## config.mk

```make
export PLATFORM = sky130hd
export DESIGN_NAME = perceptron_predict_flat
export DESIGN_NICKNAME = d
export VERILOG_FILES = /design/src/rtl/perceptron_pkg.sv /design/src/rtl/perceptron_predict_if.sv /design/src/rtl/perceptron_sum.sv /design/src/rtl/perceptron_predict.sv /design/src/flat_wrapper.sv
export SDC_FILE = /design/constraint.sdc
export NUM_CORES = 1
export LEC_CHECK = 0
export ABC_AREA = 1
export CAP_MARGIN = 20
export CORE_UTILIZATION = 52
export DETAILED_ROUTE_END_ITERATION = 7
export GPL_ROUTABILITY_DRIVEN = 0
export PLACE_DENSITY = 0.77
export SYNTH_ARGS = -nofsm -noshare
export SYNTH_HDL_FRONTEND = slang
export SYNTH_HIERARCHICAL = 1
export SYNTH_SLANG_ARGS = --single-unit
```

## constraint.sdc

```tcl
create_clock -name clk -period 3.64 [get_ports clk]
set_input_delay 0.546 -clock clk [delete_from_list [all_inputs] [get_ports clk]]
set_output_delay 0.546 -clock clk [all_outputs]
set_load 0.1 [all_outputs]
```

## src/rtl/perceptron_pkg.sv

```systemverilog
// Shared definitions for the perceptron prediction slice.
// Holds the geometry (ways, history length, weight and sum widths), the
// training threshold, the pending-queue entry layout and the train FSM states.
package perceptron_pkg;

  localparam int NWAY   = 4;   // parallel lookups per cycle
  localparam int NHIST  = 8;   // history bits per perceptron; bias sits at index NHIST
  localparam int WBITS  = 8;   // signed weight width
  localparam int SUMW   = 12;  // dot-product width; |sum| <= 9*128 = 1152 fits
  localparam int THETA  = 29;  // floor(1.93*NHIST + 14)
  localparam int QDEPTH = 4;   // pending-queue depth, power of two
  localparam int ABITS  = 8;   // per-way table index width
  localparam int TGHR_W = 20;  // training outcome/history word width

  typedef logic signed [SUMW-1:0] sum_t;

  // One outstanding lookup, kept until its branch resolves.
  typedef struct packed {
    logic [NWAY*ABITS-1:0] addrs;
    logic [NHIST-1:0]      ghr;
    logic [NWAY*SUMW-1:0]  sums;
  } q_entry_t;

  typedef enum logic {
    ST_IDLE = 1'b0,
    ST_REQ  = 1'b1
  } train_state_t;

endpackage

```

## src/rtl/perceptron_predict_if.sv

```systemverilog
// Bus bundle between the weight table / resolve logic and perceptron_predict.
// master: the side that supplies lookups, resolves and train acknowledgements.
// slave : perceptron_predict itself.
//   lookup  : i_valid, o_ready, i_weights_288, i_addrs_32, i_ghr
//   predict : o_pred_valid, o_taken
//   resolve : i_resolve_valid, i_resolve_way, i_resolve_taken, o_resolve_ready
//   train   : o_train_valid, i_train_ready, o_errPos, o_trainGhr_20
interface perceptron_predict_if;
  import perceptron_pkg::*;

  logic                            i_valid;
  logic                            o_ready;
  logic [NWAY*(NHIST+1)*WBITS-1:0] i_weights_288;
  logic [NWAY*ABITS-1:0]           i_addrs_32;
  logic [NHIST-1:0]                i_ghr;
  logic                            o_pred_valid;
  logic [NWAY-1:0]                 o_taken;
  logic                            i_resolve_valid;
  logic [1:0]                      i_resolve_way;
  logic                            i_resolve_taken;
  logic                            o_resolve_ready;
  logic                            o_train_valid;
  logic                            i_train_ready;
  logic [ABITS-1:0]                o_errPos;
  logic [TGHR_W-1:0]               o_trainGhr_20;

  modport master (
    output i_valid, i_weights_288, i_addrs_32, i_ghr,
    output i_resolve_valid, i_resolve_way, i_resolve_taken, i_train_ready,
    input  o_ready, o_pred_valid, o_taken, o_resolve_ready,
    input  o_train_valid, o_errPos, o_trainGhr_20
  );

  modport slave (
    input  i_valid, i_weights_288, i_addrs_32, i_ghr,
    input  i_resolve_valid, i_resolve_way, i_resolve_taken, i_train_ready,
    output o_ready, o_pred_valid, o_taken, o_resolve_ready,
    output o_train_valid, o_errPos, o_trainGhr_20
  );

endinterface

```

## src/rtl/perceptron_sum.sv

```systemverilog
// One way's perceptron dot product, two register stages deep.
// Ports:
//   clk     in   rising-edge clock (datapath only, no reset)
//   weights in   NHIST+1 weights, weight k at [k*WBITS +: WBITS], bias last
//   ghr     in   history; bit k = 1 keeps weight k, 0 negates it
//   sum_p2  out  signed sum, valid two cycles after the inputs
module perceptron_sum
  import perceptron_pkg::*;
(
  input  logic                       clk,
  input  logic [(NHIST+1)*WBITS-1:0] weights,
  input  logic [NHIST-1:0]           ghr,
  output sum_t                       sum_p2
);

  sum_t term_d  [NHIST+1];
  sum_t term_p1 [NHIST+1];
  sum_t acc;

  // Widening first means negating -128 yields +128 rather than wrapping.
  function automatic sum_t ext_weight(input logic signed [WBITS-1:0] w);
    return sum_t'(w);
  endfunction

  always_comb begin
    for (int k = 0; k < NHIST; k++) begin
      term_d[k] = ext_weight(weights[k*WBITS +: WBITS]);
      if (!ghr[k]) term_d[k] = -term_d[k];
    end
    term_d[NHIST] = ext_weight(weights[NHIST*WBITS +: WBITS]);
  end

  // ---- stage 1: signed, history-adjusted terms ----
  always_ff @(posedge clk) term_p1 <= term_d;

  // Nine terms of at most 128 each cannot exceed the 12-bit range.
  always_comb begin
    acc = '0;
    for (int k = 0; k <= NHIST; k++) acc = acc + term_p1[k];
  end

  // ---- stage 2: summed dot product ----
  always_ff @(posedge clk) sum_p2 <= acc;

endmodule

```

## src/rtl/perceptron_predict.sv

```systemverilog
// Perceptron predictor: four parallel dot products, taken/not-taken
// predictions, an in-order pending queue and the training-request FSM that
// feeds updates back to the weight table.
// Ports:
//   clk  rising-edge clock
//   rst  asynchronous, active-low reset
//   bus  perceptron_predict_if.slave (lookup, predict, resolve, train groups)
// Build option: PERCEPTRON_THETA_TRAIN_EN also trains on correct predictions
// whose |sum| <= THETA; without it only mispredictions train.
module perceptron_predict
  import perceptron_pkg::*;
(
  input logic                 clk,
  input logic                 rst,
  perceptron_predict_if.slave bus
);

  localparam int PTRW = $clog2(QDEPTH);
  localparam int WPW  = (NHIST+1)*WBITS;

  logic                  vld_p1, vld_p2;
  logic [NWAY*ABITS-1:0] addrs_p1, addrs_p2;
  logic [NHIST-1:0]      ghr_p1, ghr_p2;
  logic [NWAY*SUMW-1:0]  sums_p2;
  logic [NWAY-1:0]       taken;

  q_entry_t         queue [QDEPTH];
  logic [PTRW-1:0]  rd_ptr, wr_ptr;
  logic [PTRW:0]    count;
  logic [PTRW+1:0]  occupancy;
  logic             accept, push, pop, latch, resolve_ready;

  train_state_t     state, state_nxt;
  q_entry_t         head;
  sum_t             head_sums  [NWAY];
  logic [ABITS-1:0] head_addrs [NWAY];
  sum_t             head_sum;
  logic             mispredict, train_need;
  logic [ABITS-1:0]  err_pos;
  logic [TGHR_W-1:0] train_ghr;

  // In-flight lookups reserve a slot so a push can never find the queue full.
  assign occupancy = (PTRW+2)'(count) + (PTRW+2)'(vld_p1) + (PTRW+2)'(vld_p2);
  assign accept    = bus.i_valid & bus.o_ready;

  for (genvar w = 0; w < NWAY; w++) begin : g_way
    perceptron_sum u_sum (
      .clk     (clk),
      .weights (bus.i_weights_288[w*WPW +: WPW]),
      .ghr     (bus.i_ghr),
      .sum_p2  (sums_p2[w*SUMW +: SUMW])
    );
  end

  always_ff @(posedge clk or negedge rst) begin
    if (!rst) begin
      vld_p1 <= 1'b0;
      vld_p2 <= 1'b0;
    end else begin
      vld_p1 <= accept;
      vld_p2 <= vld_p1;
    end
  end

  // ---- stage 1 / stage 2: lookup context travelling beside the sums ----
  always_ff @(posedge clk) begin
    addrs_p1 <= bus.i_addrs_32;
    ghr_p1   <= bus.i_ghr;
    addrs_p2 <= addrs_p1;
    ghr_p2   <= ghr_p1;
  end

  // Gated by the valid so o_taken reads 0 out of reset.
  always_comb begin
    for (int w = 0; w < NWAY; w++) taken[w] = vld_p2 & ~sums_p2[w*SUMW + SUMW - 1];
  end

  // ---- pending queue: entries enter from stage 2 ----
  assign push = vld_p2;

  always_ff @(posedge clk) begin
    if (push) queue[wr_ptr] <= '{addrs: addrs_p2, ghr: ghr_p2, sums: sums_p2};
  end

  assign head = queue[rd_ptr];

  always_comb begin
    for (int w = 0; w < NWAY; w++) begin
      head_sums[w]  = sum_t'(head.sums[w*SUMW +: SUMW]);
      head_addrs[w] = head.addrs[w*ABITS +: ABITS];
    end
  end

  assign head_sum   = head_sums[bus.i_resolve_way];
  assign mispredict = (~head_sum[SUMW-1]) != bus.i_resolve_taken;

`ifdef PERCEPTRON_THETA_TRAIN_EN
  function automatic logic [SUMW-1:0] abs_sum(input sum_t s);
    return s[SUMW-1] ? SUMW'(-s) : SUMW'(s);
  endfunction

  assign train_need = mispredict | (abs_sum(head_sum) <= SUMW'(THETA));
`else
  assign train_need = mispredict;
`endif

  always_comb begin
    state_nxt     = state;
    resolve_ready = 1'b0;
    pop           = 1'b0;
    latch         = 1'b0;
    unique case (state)
      ST_IDLE: begin
        resolve_ready = (count != '0);
        if (bus.i_resolve_valid && resolve_ready) begin
          if (train_need) begin
            latch     = 1'b1;
            state_nxt = ST_REQ;
          end else begin
            pop = 1'b1;
          end
        end
      end
      ST_REQ: begin
        // The head stays queued until the table acknowledges the update.
        if (bus.i_train_ready) begin
          pop       = 1'b1;
          state_nxt = ST_IDLE;
        end
      end
      default: state_nxt = ST_IDLE;
    endcase
  end

  always_ff @(posedge clk or negedge rst) begin
    if (!rst) begin
      state     <= ST_IDLE;
      rd_ptr    <= '0;
      wr_ptr    <= '0;
      count     <= '0;
      err_pos   <= '0;
      train_ghr <= '0;
    end else begin
      state <= state_nxt;
      if (push) wr_ptr <= wr_ptr + 1'b1;
      if (pop)  rd_ptr <= rd_ptr + 1'b1;
      unique case ({push, pop})
        2'b10:   count <= count + 1'b1;
        2'b01:   count <= count - 1'b1;
        default: count <= count;
      endcase
      if (latch) begin
        err_pos   <= head_addrs[bus.i_resolve_way];
        train_ghr <= {{(TGHR_W-NHIST-1){1'b0}}, head.ghr, bus.i_resolve_taken};
      end
    end
  end

  assign bus.o_ready         = occupancy < (PTRW+2)'(QDEPTH);
  assign bus.o_pred_valid    = vld_p2;
  assign bus.o_taken         = taken;
  assign bus.o_resolve_ready = resolve_ready;
  assign bus.o_train_valid   = (state == ST_REQ);
  assign bus.o_errPos        = err_pos;
  assign bus.o_trainGhr_20   = train_ghr;

endmodule

```

## src/flat_wrapper.sv

```systemverilog
// flat-port wrapper written by rule: the top's interface ports become plain ports
module perceptron_predict_flat import perceptron_pkg::*;
  (clk, rst, bus_i_valid, bus_i_weights_288, bus_i_addrs_32, bus_i_ghr, bus_i_resolve_valid, bus_i_resolve_way, bus_i_resolve_taken, bus_i_train_ready, bus_o_ready, bus_o_pred_valid, bus_o_taken, bus_o_resolve_ready, bus_o_train_valid, bus_o_errPos, bus_o_trainGhr_20);
  perceptron_predict_if bus_i ();
  input logic clk;
  input logic rst;
  input wire logic [$bits(bus_i.i_valid)-1:0] bus_i_valid;
  input wire logic [$bits(bus_i.i_weights_288)-1:0] bus_i_weights_288;
  input wire logic [$bits(bus_i.i_addrs_32)-1:0] bus_i_addrs_32;
  input wire logic [$bits(bus_i.i_ghr)-1:0] bus_i_ghr;
  input wire logic [$bits(bus_i.i_resolve_valid)-1:0] bus_i_resolve_valid;
  input wire logic [$bits(bus_i.i_resolve_way)-1:0] bus_i_resolve_way;
  input wire logic [$bits(bus_i.i_resolve_taken)-1:0] bus_i_resolve_taken;
  input wire logic [$bits(bus_i.i_train_ready)-1:0] bus_i_train_ready;
  output wire logic [$bits(bus_i.o_ready)-1:0] bus_o_ready;
  output wire logic [$bits(bus_i.o_pred_valid)-1:0] bus_o_pred_valid;
  output wire logic [$bits(bus_i.o_taken)-1:0] bus_o_taken;
  output wire logic [$bits(bus_i.o_resolve_ready)-1:0] bus_o_resolve_ready;
  output wire logic [$bits(bus_i.o_train_valid)-1:0] bus_o_train_valid;
  output wire logic [$bits(bus_i.o_errPos)-1:0] bus_o_errPos;
  output wire logic [$bits(bus_i.o_trainGhr_20)-1:0] bus_o_trainGhr_20;
  assign bus_i.i_valid = bus_i_valid;
  assign bus_i.i_weights_288 = bus_i_weights_288;
  assign bus_i.i_addrs_32 = bus_i_addrs_32;
  assign bus_i.i_ghr = bus_i_ghr;
  assign bus_i.i_resolve_valid = bus_i_resolve_valid;
  assign bus_i.i_resolve_way = bus_i_resolve_way;
  assign bus_i.i_resolve_taken = bus_i_resolve_taken;
  assign bus_i.i_train_ready = bus_i_train_ready;
  assign bus_o_ready = bus_i.o_ready;
  assign bus_o_pred_valid = bus_i.o_pred_valid;
  assign bus_o_taken = bus_i.o_taken;
  assign bus_o_resolve_ready = bus_i.o_resolve_ready;
  assign bus_o_train_valid = bus_i.o_train_valid;
  assign bus_o_errPos = bus_i.o_errPos;
  assign bus_o_trainGhr_20 = bus_i.o_trainGhr_20;
  perceptron_predict u_core (.clk(clk), .rst(rst), .bus(bus_i));
endmodule
```

# After elaboration in Yosys (flattened, before gate mapping)
# Memory sizes are Yosys's and may differ from the RTL's.
# Index checks and enable logic that the tools add are counted.
[classes]
n_reduce_logical = 3
magnitude_cmp = 2
add_sub_neg = 70
bitwise = 12
eq_ne = 3
muxes = 51
[op_table]
columns = ["operator", "count"]
rows = [
  ["two-way mux 12 bit", 34],
  ["negation 8 -> 12 bit", 32],
  ["adder 12 bit", 28],
  ["adder 12 x 8 -> 12 bit", 4],
  ["binary-select mux 12 bit (select 2 bit)", 1],
  ["binary-select mux 8 bit (select 2 bit)", 1],
  ["two-way mux 8 bit", 2],
  ["two-way mux 1 bit", 10],
  ["NOT 1 bit", 6],
  ["one-hot mux 3 bit (2 select lines)", 1],
  ["AND 1 bit", 5],
  ["adder 2 x 1 -> 2 bit, second input constant", 2],
  ["adder 3 x 1 -> 4 bit", 1],
  ["adder 4 x 1 -> 4 bit", 1],
  ["< comparator 4 x 3 -> 1 bit, second input constant", 1],
  ["one-hot mux 1 bit (2 select lines)", 2],
  ["adder 3 x 1 -> 3 bit, second input constant", 1],
  [">= comparator 3 bit, second input constant", 1],
  ["NOT 2 -> 3 bit", 1],
  ["nonzero test 3 bit", 1],
  ["subtractor 3 x 1 -> 3 bit, second input constant", 1],
  ["== test 2 x 1 -> 1 bit, second input constant", 1],
  ["== test 2 bit, second input constant", 1],
  ["nonzero test 2 bit", 1],
  ["2 further kinds", 2],
]
[word_totals]
word_cells = 194
out_inout_bits = 36
ram_bits = 352
input_bits = 336
ff_bits = 571
memories = 1
[mem_list]
columns = ["memory", "words", "word_bits", "read_ports", "rd_clocked_by_memory_dff", "wr", "line", "source"]
rows = [
  ["u_core.queue", 4, 88, 1, 0, 1, "perceptron_predict.sv:27", "q_entry_t queue [QDEPTH];"],
]

# Depth between registers and ports, before layout
# Gate-level depths: netlist of run 1.
[depth]
word_depth = 11
depth_mapped = 21
depth_no_buf = 21

# Modules after synthesis
# The synthesis of run 1 kept the hierarchy.
[modules_own_cells]
columns = ["mod", "instances", "seq_area_each_um2", "area_each_um2", "cells_per_inst"]
rows = [
  ["perceptron_predict", 1, 7562.3, 9829.4, 717],
  ["perceptron_sum (u_core.g_way[2].u_sum)", 1, 2322.2, 6318.6, 702],
  ["perceptron_sum (u_core.g_way[1].u_sum)", 1, 2322.2, 6314.8, 695],
  ["perceptron_sum (u_core.g_way[0].u_sum)", 1, 2322.2, 6303.5, 682],
  ["perceptron_sum (u_core.g_way[3].u_sum)", 1, 2322.2, 6292.3, 695],
]

# Worst setup path after synthesis of run 1
# OpenSTA, ideal clock, no wires.
[synth_path]
path_kind = "flip-flop to flip-flop"
from = "reg u_core/g_way[1].u_sum/term_p1[7] (netlist name)"
to = "reg u_core.g_way[1].u_sum.sum_p2[11]"
arrival_time_ns = 3.721
t_required_ns = 3.528
setup_time_ns = 0.112
path_buffers = 0
period_less_slack_ns = 3.833
path_slack_ns = -0.193
path_stages_with_launch = 17
cell_sequence = "dfxtp_1 > inv_1 > fa_1 > fa_1 > inv_1 > fa_1 > inv_1 > fa_1 > inv_1 > ha_1 > a21oi_1 > o21a_1 > nand2_2 > a21oi_4 > inv_1 > nand3_1 > nand2_1"
[synth_via]
elab_chain_len = 1
[synth_lines]
columns = ["element", "line", "source"]
rows = [
  ["adder 12 x 8 -> 12 bit", "perceptron_sum.sv:39", "for (int k = 0; k <= NHIST; k++) acc = acc + term_p1[k];"],
  ["via u_core.g_way[1].u_sum.acc[11]", "perceptron_sum.sv:18", "sum_t acc;"],
  ["to (signal assigned)", "perceptron_sum.sv:43", "always_ff @(posedge clk) sum_p2 <= acc;"],
  ["to (decl)", "perceptron_sum.sv:13", "output sum_t sum_p2"],
]
# The timed path passes the listed nets, and every way through them passes these cells.
# A chain may end at the register's enable or synchronous reset.

# Final worst setup path of run 1
[layout_path]
from = "reg u_core/g_way[1].u_sum/term_p1[44] in the netlist's numbering"
to = "reg u_core.g_way[1].u_sum.sum_p2[11]"
[layout_via]
elab_chain_len = 4
[layout_lines]
columns = ["element", "line", "source"]
rows = [
  ["from (decl)", "perceptron_sum.sv:17", "sum_t term_p1 [NHIST+1];"],
  ["from (signal assigned)", "perceptron_sum.sv:34", "always_ff @(posedge clk) term_p1 <= term_d;"],
  ["adder 12 bit (3 in series)", "perceptron_sum.sv:39", ""],
  ["adder 12 x 8 -> 12 bit", "perceptron_sum.sv:39", ""],
  ["via u_core.g_way[1].u_sum.acc[11]", "perceptron_sum.sv:18", ""],
]
# The timed path passes the listed nets, and every way through them passes these cells.

==> results of run 1 <==
-- registers in the layout (all words and copies together), names as in the netlist --
signal,cells
u_core/bus.o_pred_valid,1
u_core/bus.o_errPos,8
u_core/rd_ptr,2
u_core/ghr_p1,8
u_core/wr_ptr,2
u_core/bus.o_train_valid,1
u_core/bus.o_trainGhr_20,9
u_core/g_way.u_sum/sum_p2,4
u_core/queue,176
u_core/g_way.u_sum/term_p1,416
u_core/count,3
u_core/addrs_p1,32
u_core/ghr_p2,8
u_core/addrs_p2,32
u_core/vld_p1,1
-- power by group --
| part | switching (uW) | internal [uW] |
|---|---|---|
| Combinational | 9080 | 6240 |
| Sequential | 485 | 9010 |
| Clock | 3250 | 4980 |
-- path summary, 6_finish.rpt --
path | from | endpoint | slack [ns] | depth (start not counted)
setup / recovery | u_core/g_way[1].u_sum/term_p1[44] | u_core/g_way[1].u_sum/sum_p2[11] | 0.03 | 16
hold / removal | u_core/addrs_p1[17] | u_core/addrs_p2[17] | 0.32 | 0
setup reg to reg | u_core/g_way[1].u_sum/term_p1[44] | u_core/g_way[1].u_sum/sum_p2[11] | 0.03 | 16
hold reg to reg | u_core/addrs_p1[17] | u_core/addrs_p2[17] | 0.32 | 0
max in group asynchronous | rst | u_core/wr_ptr[0] | 2.52 | 2
min in group asynchronous | rst | u_core/bus.o_errPos[6] | 0.45 | 1
-- final cells by class --
| type | instances | area [sq um] | share of cell area (%) |
|---|---|---|---|
| timing repair buffer | 397 | 3872 | 9.433 |
| clock buffer | 101 | 2097 | 5.108 |
| clock inverter | 37 | 615.6 | 1.499 |
| multi-input combinational | 1889 | 14850 | 36.18 |
| tap | 846 | 1059 | 2.578 |
| inverter | 675 | 2539 | 6.184 |
| antenna | 12 | 30.03 | 0.07314 |
| sequential | 703 | 15990 | 38.95 |
-- cells in the final DEF, fill, tap and decap left out, types with 5 or more instances in the layout --
cell	instances
o22ai_1	15
clkinv_2	11
ha_1	70
o21ai_2	10
dfxtp_2	9
fa_1	283
nor3_1	60
o21ai_0	269
buf_4	41
clkbuf_16	77
nor2_1	292
bufinv_16	12
dfxtp_1	489
a21oi_2	9
a21o_1	6
o211ai_1	35
clkbuf_8	8
conb_1	11
ha_4	14
xor2_1	135
diode_2	12
clkdlybuf4s50_1	355
o21ai_1	15
fa_2	6
dfrtp_1	26
nand3_1	40
clkinv_1	6
nand2_2	21
nor2_2	5
inv_1	641
xnor2_1	49
clkbuf_1	16
o221ai_1	25
edfxtp_1	176
nand3_2	8
nand2_1	479
inv_2	27
clkinvlp_4	5
-- metal layers --
| layer | global-route usage (%) | vias up |
|---|---|---|
| met5 | 0 | - |
| met4 | 10.41 | 2 |
| met3 | 3.516 | 159 |
| met2 | 42.84 | 694 |
| met1 | 30.72 | 10990 |
| li1 | - | 11060 |
-- through the flow --
step | area [sq um] | setup TNS [ns] | cells
global placement | 38000 | -0.08803 | 4509
detailed placement | 38000 | -0.3977 | 4509
CTS | 40850 | 0 | 4647
floorplan | 33490 | -0.01563 | 3343
global route | 41050 | -0.3890 | 4657
finish | 41050 | 0 | 4660
-- repair_timing --
item / CTS / global route
pin swaps: 59 / 87
endpoints found under the setup margin: 4 / 4
gates resized for setup: 27 / 55
buffers inserted: 0 / 1
==> key figures, run 1 <==
Outcome
  • Outcome: finished, final reports clean

Power and ir drop
  • Final total power: 33040 uW
  • Peak supply drop: 0.0004633 V
  • Cell area power density: 804.7 nW/um^2
  • P_leak: 0.01874 uW

Timing
  • Worst rel slew slack: 31.86%
  • Slew @ Worst Pin: 1.019 ns
  • Setup Skew: 0.03707 ns
  • Final hold slack: 0.3249 ns
  • # setup viols final: 0
  • RSZ-0062 raised after global routing: true
  • PnR worst setup slack: 0.02870 ns
  • Max Fclk: 276.9 MHz
  • Slew Limit Fails: 0
  • Hold violation total from the final report: 0
  • Final Critical Period: 3.611 ns
  • Final worst-path cycle share: 99.21%

Setup path
  • Critical path peak fanout: 2
  • Kind of critical path: reg -> reg
  • Delay-heaviest family, CP: adder cells
  • Crit end category: register
  • Crit path required time: 4.12 ns
  • CP bufs+invs: 5
  • Worst path arrival time: 4.09 ns
  • Startpoint Class: register
  • Critical path's slowest cell: fa_1
  • Cell mode on critical path: fa_1
  • Critical Path, Cell by Cell: fa_1, inv_1, fa_1, inv_1, fa_1, inv_1, fa_1, inv_2, ha_4, nand2_2, o21a_1, nand2_2, a21oi_4, buf_4, nand2_1, nand2_1
  • Biggest cell delay along the critical path: 0.53 ns

Routing
  • Total wire length: 79490 um
  • Top Layer Used: met5
  • Met3 wire len: 4094 um
  • Via density: 4.916
  • Detailed-route via count: 22910
  • Drt pass-1 iters: 5
  • Met1 WL: 32560 um
  • Residual DRC count: 0
  • Wire per inst: 17.06 um
  • Iteration-0 DRC Markers: 1434
  • Post-DRT Antenna Nets: 0
  • Met2 routed WL: 39950 um

Global route
  • Vias in the first global route: 23980
  • Total grt overflow: 0
  • First-pass GRT wire length: 124900 um
  • Initial antenna violation count: 19
  • Largest net degree at the start of global routing: 61
  • Global Route Usage Sum: 24.65%

Placed design
  • Place WS: -0.1474 ns
  • Final HPWL DP: 59740 um
  • IO Port Bufs: 360

CTS
  • CTS buffer count: 75
  • Hold buffer count at CTS: 0
  • # clock sinks: 703
  • H-Tree Depth: 3
  • CTS tree: done
  • Root buf cell: clkbuf_16
  • Clock Latency Late Sink: 0.62 ns
  • Clock Path Buffers: 3
  • Clock transition at path regs: 0.06 ns

Logic synthesis
  • Cell count after synthesis: 3333
  • Synthesized area per cell: 10.03 sq um
  • Number of warning messages in the yosys log: 6
  • Synthesized area: 33440 sq um

Cells and area
  • Share of post-route cells with drive strength above 1: 7.759%
  • Layout Nets: 4452
  • Final Core Density: 64.85%
  • Area growth, synth to finish: 22.76%
  • # fillers: 4778

Floorplanning
  • # IOs: 372
  • Die H: 255.6 um
  • Die width: 255.6 um
  • Die Area: 65330 sq um
  • Initial cell density of the core: 52.82%
  • Core area: 63310 sq um
  • # rows: 92

Min path
  • Hold/Removal Path Class: reg -> reg

Flow run
  • Max cap viols: 0
No activity file was read; power rests on OpenSTA's default activity.
==> inputs of run 2 (changes only) <==
Settings changed: MAX_ROUTING_LAYER set to met4.
==> key figures, run 2 (synthesis gave the netlist of run 1 again) <==
Outcome
  • Outcome: finished, final reports clean

Global route
  • Largest net degree at the start of global routing: 61 (unchanged)
  • Vias in the first global route: 23960 (-0.079%)
  • Total grt overflow: 0 (unchanged)
  • First-pass GRT wire length: 124900 um (about the same)
  • Initial antenna violation count: 19 (unchanged)
  • Global Route Usage Sum: 25.40% (+0.75 points)

Floorplanning
  • Die Area: 65330 sq um (unchanged)
  • Die H: 255.6 um (unchanged)
  • # IOs: 372 (unchanged)
  • Core area: 63310 sq um (unchanged)
  • # rows: 92 (unchanged)
  • Initial cell density of the core: 52.82% (unchanged)
  • Die width: 255.6 um (unchanged)

Timing
  • # setup viols final: 0 (unchanged)
  • Worst rel slew slack: 31.99% (+0.13 points)
  • PnR worst setup slack: 0.03148 ns (+0.002784 ns)
  • Final Critical Period: 3.609 ns (-0.002784 ns)
  • Slew @ Worst Pin: 1.017 ns (-0.001947 ns)
  • Slew Limit Fails: 0 (unchanged)
  • Final worst-path cycle share: 99.14% (about the same)
  • Setup Skew: 0.03612 ns (-0.0009474 ns)
  • Hold violation total from the final report: 0 (unchanged)
  • Final hold slack: 0.3250 ns (+0.00001900 ns)
  • RSZ-0062 raised after global routing: true
  • Max Fclk: 277.1 MHz (about the same)
  • TNS Setup: 0 ns (unchanged)

Power and ir drop
  • P_leak: 0.01874 uW (unchanged)
  • Logic gate share of total power: 46.4% (about the same)
  • Sw power: 12800 uW (-0.15%)
  • Peak supply drop: 0.0004613 V (-0.45%)
  • Cell area power density: 804.2 nW/um^2 (about the same)
  • Int Power: 20220 uW (about the same)
  • Switch share: 38.76% (about the same)
  • Clk network pwr share: 24.9% (about the same)
  • Flop pwr share: 28.8% (about the same)

Min path
  • Hold/Removal Path Class: reg -> reg
  • Hold path start: u_core/addrs_p1[17]
  • Worst-case hold path end point: u_core/addrs_p2[17]
  • Worst hold stages: 0 (unchanged)

Placed design
  • Placed instance count: 4509 (unchanged)
  • Final HPWL DP: 59740 um (unchanged)
  • IO Port Bufs: 360 (unchanged)
  • Place WS: -0.1474 ns (unchanged)

Cells and area
  • Max reg flops: 416 (unchanged)
  • Area growth, synth to finish: 22.77% (about the same)
  • Share of post-route cells with drive strength above 1: 7.759% (unchanged)
  • Most frequent cells in the layout: inv_1, dfxtp_1, nand2_1, clkdlybuf4s50_1, nor2_1
  • Layout Nets: 4452 (unchanged)
  • Final std cells w/o fill: 4661 (+0.021%)
  • Most common cell after layout, fill and taps aside: inv_1
  • Reg with most FFs: u_core/g_way.u_sum/term_p1
  • Top flop regs: u_core/g_way.u_sum/term_p1 x416, u_core/queue x176

Setup path
  • Critical path's slowest cell: fa_1
  • Cell mode on critical path: fa_1
  • Crit path required time: 4.12 ns (about the same)
  • Reg2Reg Launch Point: u_core/g_way[1].u_sum/term_p1[44]
  • Biggest cell delay along the critical path: 0.53 ns (about the same)
  • Cells on worst reg2reg path: 16 (unchanged)
  • R2R Path End: u_core/g_way[1].u_sum/sum_p2[11]
  • R2R Setup Slk: 0.03 ns (about the same)
  • Startpoint Class: register
  • Critical Path, Cell by Cell: fa_1, inv_1, fa_1, inv_1, fa_1, inv_1, fa_1, inv_2, ha_4, nand2_2, o21a_1, nand2_2, a21oi_4, buf_4, nand2_1, nand2_1
  • Crit end category: register
  • Critical path peak fanout: 2 (unchanged)
  • Kind of critical path: reg -> reg
  • Worst path arrival time: 4.09 ns (about the same)

Routing
  • Detailed-route via count: 22850 (-0.26%)
  • Wire per inst: 17.04 um (-0.12%)
  • Iteration-0 DRC Markers: 1474 (+2.8%)
  • Drt pass-1 iters: 5 (unchanged)
  • Residual DRC count: 0 (unchanged)
  • Via density: 4.902 (-0.28%)
  • Total wire length: 79410 um (about the same)
  • Post-DRT Antenna Nets: 0 (unchanged)

CTS
  • # clock sinks: 703 (unchanged)
  • Root buf cell: clkbuf_16
  • H-Tree Depth: 3 (unchanged)
  • CTS buffer count: 75 (unchanged)
  • Hold buffer count at CTS: 0 (unchanged)
  • Clock Path Buffers: 3 (unchanged)
  • CTS tree: done
  • Clock Latency Late Sink: 0.62 ns (about the same)
  • Clock transition at path regs: 0.06 ns (about the same)

Flow run
  • Max cap viols: 0 (unchanged)
## run 2: power groups by stage
stage	clock (uW)	sequential, uW	combinational [uW]
floorplan	0	10200	9150
global placement	0	9620	12500
detailed placement	0	9660	13200
CTS	8370	9500	14100
global route	8700	9590	17300
finish	8220	9490	15300
## run 2: cell type report
cell class	instances	area (sq um)
fill	4775	22250
timing repair buffer	397	3872
sequential	703	15990
clock buffer	101	2097
multi-input combinational	1889	14850
clock inverter	37	615.6
inverter	675	2539
tap	846	1059
antenna	13	32.53
## run 2: worst max path at each step
stage	slack, ns	startpoint	endpoint	depth (start not counted)
2_1_floorplan	-0.02	u_core/g_way[1].u_sum/term_p1[7]	u_core/g_way[1].u_sum/sum_p2[11]	16
3_3_place_gp	-0.06	u_core/g_way[1].u_sum/term_p1[7]	u_core/g_way[1].u_sum/sum_p2[11]	16
3_5_place_dp	-0.15	u_core/g_way[1].u_sum/term_p1[7]	u_core/g_way[1].u_sum/sum_p2[11]	16
4_1_cts	0.0006	u_core/g_way[3].u_sum/term_p1[6]	u_core/g_way[3].u_sum/sum_p2[11]	16
5_1_grt	-0.13	u_core/g_way[3].u_sum/term_p1[4]	u_core/g_way[3].u_sum/sum_p2[11]	17
6_report	0.03	u_core/g_way[1].u_sum/term_p1[44]	u_core/g_way[1].u_sum/sum_p2[11]	16
## run 2: per-layer routing
metal  up-vias  wire length [um]  track usage (%)
li1      11060                 -                -
met1     10930             32440            30.76
met2       687             40070            43.04
met3       166              4123            3.397
met4         0              2772            10.01
met5         -                 0                -
## run 2: per-stage QoR
stage          utilization (%)  total power, uW  area, sq um
2_1_floorplan                -            19330        33490
3_3_place_gp             60.02            22160        38000
3_5_place_dp             60.02            22840        38000
4_1_cts                  64.52            31940        40850
5_1_grt                  64.84            35630        41050
6_report                 64.85            33020        41060
## run 2: repair_timing
action | CTS | global route
cloned | 0 | 0
pin swaps | 59 | 87
setup endpoints to repair | 4 | 4
gates resized for setup | 27 | 55
setup buffers | 0 | 1
## run 2: worst max-delay path, delay by kind of cell, from the launching register on
| kind | cells | cell delay, ns |
|---|---|---|
| compound gates | 2 | 0.23 |
| fa+ha+maj | 5 | 2.35 |
| flops | 1 | 0.32 |
| simple gates | 4 | 0.24 |
| buf+inv | 5 | 0.33 |
==> inputs of run 3 (changes only) <==
Settings changed: SLEW_MARGIN set to 20.
==> results of run 3 <==
No change in the layout: final DEF, timing and power equal those of run 2.
